### src/rtl/hot_page_topk_if.sv
// Bus bundle for hot_page_topk: the sketch estimate stream in, and the drain
// port plus status out. The DUT side uses the slave modport.
interface hot_page_topk_if #(
    parameter int ADDR_SIZE = 22,
    parameter int CNT_SIZE  = 32
);
    logic                 in_valid;
    logic [ADDR_SIZE-1:0] in_addr;
    logic [CNT_SIZE-1:0]  in_cnt;
    logic                 drain_start;
    logic                 out_valid;
    logic                 out_ready;
    logic [ADDR_SIZE-1:0] out_addr;
    logic [CNT_SIZE-1:0]  out_cnt;
    logic                 out_last;
    logic                 busy;
    logic [15:0]          drop_cnt;

    modport master (
        output in_valid, in_addr, in_cnt, drain_start, out_ready,
        input  out_valid, out_addr, out_cnt, out_last, busy, drop_cnt
    );

    modport slave (
        input  in_valid, in_addr, in_cnt, drain_start, out_ready,
        output out_valid, out_addr, out_cnt, out_last, busy, drop_cnt
    );
endinterface

### src/rtl/hot_page_topk.sv
// Sorted top-K table of the hottest page addresses fed by the count-min sketch.
// Single-cycle sorted insert/raise; drained in descending count order on request.
module hot_page_topk #(
    parameter int K              = 8,
    parameter int ADDR_SIZE      = 22,
    parameter int CNT_SIZE       = 32,
    parameter bit CLEAR_ON_DRAIN = 1'b1
) (
    input  logic              clk,
    input  logic              rst_n,
    hot_page_topk_if.slave    tk_if
);
    localparam int SLOT_W = $clog2(K);
    localparam int CNT_W  = $clog2(K + 1);

    typedef enum logic [1:0] {
        ST_IDLE  = 2'd0,
        ST_DRAIN = 2'd1,
        ST_CLEAR = 2'd2
    } state_t;

    function automatic logic [CNT_W-1:0] popcount(input logic [K-1:0] v);
        logic [CNT_W-1:0] c;
        c = '0;
        for (int i = 0; i < K; i++) begin
            c = c + CNT_W'(v[i]);
        end
        return c;
    endfunction

    logic [ADDR_SIZE-1:0] addr_q [K];
    logic [ADDR_SIZE-1:0] addr_d [K];
    logic [CNT_SIZE-1:0]  cnt_q  [K];
    logic [CNT_SIZE-1:0]  cnt_d  [K];
    logic [K-1:0]         valid_q, valid_d;

    state_t               state_q, state_d;
    logic [SLOT_W-1:0]    beat_q, beat_d, beat_nxt_s;
    logic                 out_valid_q, out_valid_d;
    logic [ADDR_SIZE-1:0] out_addr_q, out_addr_d;
    logic [CNT_SIZE-1:0]  out_cnt_q, out_cnt_d;
    logic                 out_last_q, out_last_d;
    logic                 busy_q, busy_d;
    logic [15:0]          drop_q, drop_d;

    logic                 hit_s, ins_s, upd_en_s, clr_s;
    logic [SLOT_W-1:0]    hit_idx_s, end_s;
    logic [CNT_W-1:0]     n_s, j_s, n_next_s;

    // Table next state: locate match and insert point, then shift slots j..end down by one.
    always_comb begin
        addr_d    = addr_q;
        cnt_d     = cnt_q;
        valid_d   = valid_q;
        hit_s     = 1'b0;
        hit_idx_s = '0;
        j_s       = '0;
        ins_s     = 1'b0;
        end_s     = '0;
        n_s       = popcount(valid_q);

        // Sorted table: entries with cnt >= in_cnt form a prefix, so their count is the
        // insert point in every case (a raised entry's own slot never counts).
        for (int i = 0; i < K; i++) begin
            if (valid_q[i] && (addr_q[i] == tk_if.in_addr) && !hit_s) begin
                hit_s     = 1'b1;
                hit_idx_s = SLOT_W'(i);
            end else begin
                hit_s     = hit_s;
            end
            if (valid_q[i] && (cnt_q[i] >= tk_if.in_cnt)) begin
                j_s = j_s + CNT_W'(1);
            end else begin
                j_s = j_s;
            end
        end

        if (hit_s) begin
            ins_s = (tk_if.in_cnt > cnt_q[hit_idx_s]);
            end_s = hit_idx_s;
        end else if (!valid_q[K-1]) begin
            ins_s = 1'b1;
            end_s = SLOT_W'(n_s);
        end else begin
            ins_s = (tk_if.in_cnt > cnt_q[K-1]);
            end_s = SLOT_W'(K - 1);
        end

        upd_en_s = (state_q == ST_IDLE) && tk_if.in_valid && ins_s;
        clr_s    = CLEAR_ON_DRAIN && (state_q == ST_CLEAR);

        if (clr_s) begin
            for (int i = 0; i < K; i++) begin
                addr_d[i] = '0;
                cnt_d[i]  = '0;
            end
            valid_d = '0;
        end else if (upd_en_s) begin
            for (int i = 1; i < K; i++) begin
                if ((i > int'(j_s)) && (i <= int'(end_s))) begin
                    addr_d[i] = addr_q[i-1];
                    cnt_d[i]  = cnt_q[i-1];
                end else begin
                    addr_d[i] = addr_d[i];
                end
            end
            for (int i = 0; i < K; i++) begin
                if (i == int'(j_s)) begin
                    addr_d[i] = tk_if.in_addr;
                    cnt_d[i]  = tk_if.in_cnt;
                end else begin
                    cnt_d[i]  = cnt_d[i];
                end
                if (i <= int'(end_s)) begin
                    valid_d[i] = 1'b1;
                end else begin
                    valid_d[i] = valid_q[i];
                end
            end
        end else begin
            valid_d = valid_q;
        end

        n_next_s = popcount(valid_d);
    end

    // Drain FSM and registered output next state; the first beat snapshots the post-update table.
    always_comb begin
        state_d     = state_q;
        beat_d      = beat_q;
        out_valid_d = out_valid_q;
        out_addr_d  = out_addr_q;
        out_cnt_d   = out_cnt_q;
        out_last_d  = out_last_q;
        beat_nxt_s  = beat_q + SLOT_W'(1);
        drop_d      = drop_q;

        case (state_q)
            ST_IDLE: begin
                if (tk_if.drain_start) begin
                    if (n_next_s == '0) begin
                        state_d = ST_CLEAR;
                    end else begin
                        state_d     = ST_DRAIN;
                        beat_d      = '0;
                        out_valid_d = 1'b1;
                        out_addr_d  = addr_d[0];
                        out_cnt_d   = cnt_d[0];
                        out_last_d  = (n_next_s == CNT_W'(1));
                    end
                end else begin
                    state_d = ST_IDLE;
                end
            end
            ST_DRAIN: begin
                if (out_valid_q && tk_if.out_ready) begin
                    if (out_last_q) begin
                        state_d     = CLEAR_ON_DRAIN ? ST_CLEAR : ST_IDLE;
                        out_valid_d = 1'b0;
                        out_addr_d  = '0;
                        out_cnt_d   = '0;
                        out_last_d  = 1'b0;
                    end else begin
                        beat_d      = beat_nxt_s;
                        out_addr_d  = addr_q[beat_nxt_s];
                        out_cnt_d   = cnt_q[beat_nxt_s];
                        out_last_d  = (int'(beat_nxt_s) == (int'(n_s) - 1));
                    end
                end else begin
                    state_d = ST_DRAIN;
                end
            end
            ST_CLEAR: begin
                state_d = ST_IDLE;
            end
            default: begin
                state_d     = ST_IDLE;
                out_valid_d = 1'b0;
                out_last_d  = 1'b0;
            end
        endcase

        busy_d = (state_d != ST_IDLE);

        if ((state_q != ST_IDLE) && tk_if.in_valid && (drop_q != 16'hFFFF)) begin
            drop_d = drop_q + 16'd1;
        end else begin
            drop_d = drop_q;
        end
    end

    // State, table and output registers.
    always_ff @(posedge clk or negedge rst_n) begin
        if (!rst_n) begin
            for (int i = 0; i < K; i++) begin
                addr_q[i] <= '0;
                cnt_q[i]  <= '0;
            end
            valid_q     <= '0;
            state_q     <= ST_IDLE;
            beat_q      <= '0;
            out_valid_q <= 1'b0;
            out_addr_q  <= '0;
            out_cnt_q   <= '0;
            out_last_q  <= 1'b0;
            busy_q      <= 1'b0;
            drop_q      <= 16'd0;
        end else begin
            addr_q      <= addr_d;
            cnt_q       <= cnt_d;
            valid_q     <= valid_d;
            state_q     <= state_d;
            beat_q      <= beat_d;
            out_valid_q <= out_valid_d;
            out_addr_q  <= out_addr_d;
            out_cnt_q   <= out_cnt_d;
            out_last_q  <= out_last_d;
            busy_q      <= busy_d;
            drop_q      <= drop_d;
        end
    end

    assign tk_if.out_valid = out_valid_q;
    assign tk_if.out_addr  = out_addr_q;
    assign tk_if.out_cnt   = out_cnt_q;
    assign tk_if.out_last  = out_last_q;
    assign tk_if.busy      = busy_q;
    assign tk_if.drop_cnt  = drop_q;

endmodule

### src/flat_wrapper.sv
// flat-port wrapper written by rule: the top's interface ports become plain ports
module hot_page_topk_flat 
#(
    parameter int K              = 8,
    parameter int ADDR_SIZE      = 22,
    parameter int CNT_SIZE       = 32,
    parameter bit CLEAR_ON_DRAIN = 1'b1
)
  (clk, rst_n, tk_if_in_valid, tk_if_in_addr, tk_if_in_cnt, tk_if_drain_start, tk_if_out_ready, tk_if_out_valid, tk_if_out_addr, tk_if_out_cnt, tk_if_out_last, tk_if_busy, tk_if_drop_cnt);
  hot_page_topk_if #(.ADDR_SIZE(ADDR_SIZE), .CNT_SIZE(CNT_SIZE)) tk_if_i ();
  input  logic clk;
  input  logic rst_n;
  input wire logic [$bits(tk_if_i.in_valid)-1:0] tk_if_in_valid;
  input wire logic [$bits(tk_if_i.in_addr)-1:0] tk_if_in_addr;
  input wire logic [$bits(tk_if_i.in_cnt)-1:0] tk_if_in_cnt;
  input wire logic [$bits(tk_if_i.drain_start)-1:0] tk_if_drain_start;
  input wire logic [$bits(tk_if_i.out_ready)-1:0] tk_if_out_ready;
  output wire logic [$bits(tk_if_i.out_valid)-1:0] tk_if_out_valid;
  output wire logic [$bits(tk_if_i.out_addr)-1:0] tk_if_out_addr;
  output wire logic [$bits(tk_if_i.out_cnt)-1:0] tk_if_out_cnt;
  output wire logic [$bits(tk_if_i.out_last)-1:0] tk_if_out_last;
  output wire logic [$bits(tk_if_i.busy)-1:0] tk_if_busy;
  output wire logic [$bits(tk_if_i.drop_cnt)-1:0] tk_if_drop_cnt;
  assign tk_if_i.in_valid = tk_if_in_valid;
  assign tk_if_i.in_addr = tk_if_in_addr;
  assign tk_if_i.in_cnt = tk_if_in_cnt;
  assign tk_if_i.drain_start = tk_if_drain_start;
  assign tk_if_i.out_ready = tk_if_out_ready;
  assign tk_if_out_valid = tk_if_i.out_valid;
  assign tk_if_out_addr = tk_if_i.out_addr;
  assign tk_if_out_cnt = tk_if_i.out_cnt;
  assign tk_if_out_last = tk_if_i.out_last;
  assign tk_if_busy = tk_if_i.busy;
  assign tk_if_drop_cnt = tk_if_i.drop_cnt;
  hot_page_topk #(.K(K), .ADDR_SIZE(ADDR_SIZE), .CNT_SIZE(CNT_SIZE), .CLEAR_ON_DRAIN(CLEAR_ON_DRAIN)) u_core (.clk(clk), .rst_n(rst_n), .tk_if(tk_if_i));
endmodule
### config.mk
export PLATFORM = sky130hd
export DESIGN_NAME = hot_page_topk_flat
export DESIGN_NICKNAME = d
export VERILOG_FILES = /design/src/rtl/hot_page_topk_if.sv /design/src/rtl/hot_page_topk.sv /design/src/flat_wrapper.sv
export SDC_FILE = /design/constraint.sdc
export NUM_CORES = 2
export LEC_CHECK = 0
export CAP_MARGIN = 40
export CORE_ASPECT_RATIO = 0.5
export CORE_MARGIN = 5
export CORE_UTILIZATION = 45
export DETAILED_ROUTE_END_ITERATION = 12
export PLACE_DENSITY = 0.74
export SYNTH_ARGS = -nofsm -noshare
export SYNTH_HDL_FRONTEND = slang
export SYNTH_SLANG_ARGS = --single-unit
### constraint.sdc
create_clock -name clk -period 8.67 [get_ports clk]
set_input_delay 1.3005 -clock clk [delete_from_list [all_inputs] [get_ports clk]]
set_output_delay 1.3005 -clock clk [all_outputs]
set_load 0.02 [all_outputs]
==> results.md <==
* Core area at 88800 µm²
* Asr flop ratio synth at 100%
* # rows at 77
* Setup Skew at 39.6 ps
* CP required at 9230 ps
* H-tree Lvls at 2
* P_leak at 24.6 nW
* Post-Syn Nets at 4284
* Vias/cell at 6.68
* Synth cell types at 85
* Syn. warnings at 0
* IO Port Bufs at 131
* Via count at 37500
* Inst Count DP at 5338
* Synthesis-stage register bit count at 518
* Final #Nets at 4750
* Register area at 13000 µm²
* PD cells at 386 nW/µm²
* Max_cap viols at 0
* Synth top area share at 32.0%
* Fin cells at 5608
* CP Max Fanout at 8
* Total GRT Usage at 31.8%
* Die Area at 96500 µm²
* Post-route design area at 52700 µm²
* Final ANT Viol Nets at 0
* Hold_sp: u_core.tk_if.out_cnt[16]
* Final number of hold-violating endpoints at 0
* Vias in the first global route at 37200
* Most frequent cell on the critical path: buf_4
* Die X at 434 µm
* R2R Path Start: u_core.addr_q[135]
* Arrival @ worst endpoint at 10310 ps
* Worst r2r path cells at 41
* First-pass GRT wire length at 236000 µm
* Synth area leaders: dfrtp_1 (32%), mux2i_1 (16%), ha_1 (9.4%)
* Cts bufs inserted at 53
* Number of flops mapped to enable cells by yosys at 0
* Startpoint Class: input pin
* Critical Path Start: tk_if_in_addr[13]
* WL final at 166000 µm
* Outcome: finished with violations
* Final setup viols at 63
* Crit path max-delay cell type: nor4_2
* Initial antenna violation count at 4
* Average size of a mapped cell at 10.4 µm²
* Worst slew margin at 26.6%
* Gr ovfl total at 0
* Setup slack at placement at -1400 ps
* Slew Limit Fails at 0
* Die H at 222 µm
* Top cell type by total area after synthesis: dfrtp_1
* Largest net degree at the start of global routing at 149
* Top Ports at 132
* 1st-pass router iterations at 7
* Worst-case clock buffer depth at 3
* Starting DRT DRC Count at 5171
* WL/cell at 29.6 µm
* Slew @ Worst Pin at 1090 ps
* CP max stage delay at 830 ps
* PnR worst setup slack at -1080 ps
* Clock Root Buffer: clkbuf_16
* Hold_ws at 503 ps
* Filler cell count at 6729
* Mapped Cells at 3913
* Proportion of layout cells with a drive suffix above 1 at 30.6%
* Class of the worst hold path: reg -> reg
* TritonCTS clock tree: done
* Area Overhead vs Synth at 30.2%
* CTS sink cnt at 518
* Clock latency at the later pin of the worst-skew pair at 670 ps
* Failing checks: negative setup slack
* Starting Density at 45.6%
* Gpl congestion at 1.01
* CP Capture Type: flop
* WHS Path Cells at 2
* RSZ-0062 raised after global routing: yes
* WS Path Type: in -> reg
* Top_reg_cell synth: dfrtp_1
* Post-layout util at 59.4%
* Placed Area at 46000 µm²
* Multi-input logic area at 28600 µm²
* Reg clk slew, reported paths at 80 ps
* Area of the mapped netlist at 40500 µm²
* Fin crit share at 113%
* Drt drc at 0
* Fmax at 0.103 GHz
* Min Tclk post-route at 9750 ps
* Dpl hpwl at 101000 µm
* VDD IR max at 0.000424 V
* Register area share after synthesis at 32.0%
==> what timing repair did <==
action	in CTS	in global routing
hold buffers	0	0
endpoints found under the hold margin	0	0
setup buffers	120	31
pin swaps	114	116
gates cloned	23	14
resized for setup	444	232
setup endpoints to repair	494	495
==> layout by cell type (no fill, tap or decap), drive strengths merged, types with 12 or more instances in the layout <==
| cell type | instances |
|---|---|
| mux2i | 640 |
| buf | 562 |
| dfrtp | 518 |
| nand2 | 414 |
| ha | 304 |
| mux2 | 245 |
| a21oi | 225 |
| nor2 | 167 |
| xnor2 | 136 |
| o21ai | 121 |
| o2bb2ai | 110 |
| mux4 | 108 |
| clkdlybuf4s50 | 105 |
| clkbuf | 83 |
| inv | 74 |
| xor2 | 73 |
| nor3 | 72 |
| nand4 | 66 |
| nand3 | 58 |
| a21o | 47 |
| a211oi | 43 |
| nor4 | 33 |
| nor2b | 20 |
| o21a | 19 |
| nand2b | 18 |
| a31oi | 14 |
| o211ai | 12 |
| clkinv | 12 |
==> critical path: cells and delay by family <==
family          cells  cell delay (ps)
compound gates     13             2190
mux                 1              350
buf+inv            14             2160
simple gates       10             2180
fa+ha+maj           5             1940
xor+xnor            1              170
==> flip-flops by register name, indices dropped and copies added (netlist names) <==
register,cells
u_core.cnt_q,256
u_core.addr_q,176
u_core.tk_if.out_cnt,32
u_core.tk_if.out_addr,22
u_core.tk_if.drop_cnt,16
u_core.valid_q,8
u_core.beat_q,3
u_core.state_q,2
u_core.tk_if.busy,1
u_core.tk_if.out_last,1
u_core.tk_if.out_valid,1
==> final timing paths <==
path / to / slack, ps
min in group asynchronous: u_core.addr_q[37] / 760
setup reg to reg: u_core.tk_if.out_addr[8] / -640
hold reg to reg: u_core.tk_if.out_cnt[16] / 500
hold / removal: u_core.tk_if.out_cnt[16] / 500
max in group asynchronous: u_core.cnt_q[19] / 6360
setup / recovery: u_core.tk_if.out_addr[8] / -1080
==> area by class of cell <==
| class | count | share of cell area (%) |
|---|---|---|
| clock inverters | 26 | 0.676 |
| repair buffers | 688 | 14.4 |
| inverters | 75 | 0.551 |
| well taps | 1185 | 2.81 |
| clock buffers | 70 | 2.77 |
| flip-flops and latches | 518 | 24.6 |
| diodes | 3 | 0.0142 |
| multi-input cells | 3043 | 54.2 |
==> Yosys cell counts, types with 66 or more instances <==
library cell,n
mux2_2,187
nor3_1,72
nand2_1,414
dfrtp_1,518
o21ai_0,115
mux2i_1,639
nor2_1,166
xnor2_1,136
mux4_2,108
inv_1,74
ha_1,304
xor2_1,73
o2bb2ai_1,110
a21oi_1,224
nand4_1,66
clkbuf_1,158
==> metrics by stage <==
stage / TNS, ps / total power [mW]
3_3_place_gp: -505580 / 14.8
4_1_cts: -6290 / 18.8
3_5_place_dp: -527960 / 15.1
6_report: -61510 / 20.3
2_1_floorplan: 0 / 11.1
5_1_grt: -70490 / 21.0
==> logic make-up (layout without fill, tap and decap cells) <==
logic type / after synthesis / count (layout) / share of synthesized area (%)
adders and majority gates: 312 / 312 / 9.79
AOI/OAI and AO/OA: 641 / 641 / 10.5
and+or+nand+nor: 885 / 885 / 9.81
muxes: 993 / 993 / 29.1
DFF: 518 / 518 / 32.0
buffers and inverters: 352 / 859 / 4.10
xor gates and xnor gates: 212 / 212 / 4.69
other: 0 / 3 / 0
==> layer usage <==
metal  global-route usage [%]  wire length, µm  up-vias
met4                     17.2            10700        2
met1                     42.1            63200    18500
met2                     47.0            70400     2830
met3                     9.41            21700      762
li1                         -                -    15300
met5                    0.447               63        -
==> power breakdown <==
group          leakage, nW  internal, mW  switching (mW)
clock                0.877          1.42            1.13
sequential            6.76          3.17            1.25
combinational         16.9          6.14            7.23
Note: power is estimated with default switching activity, not from simulation.
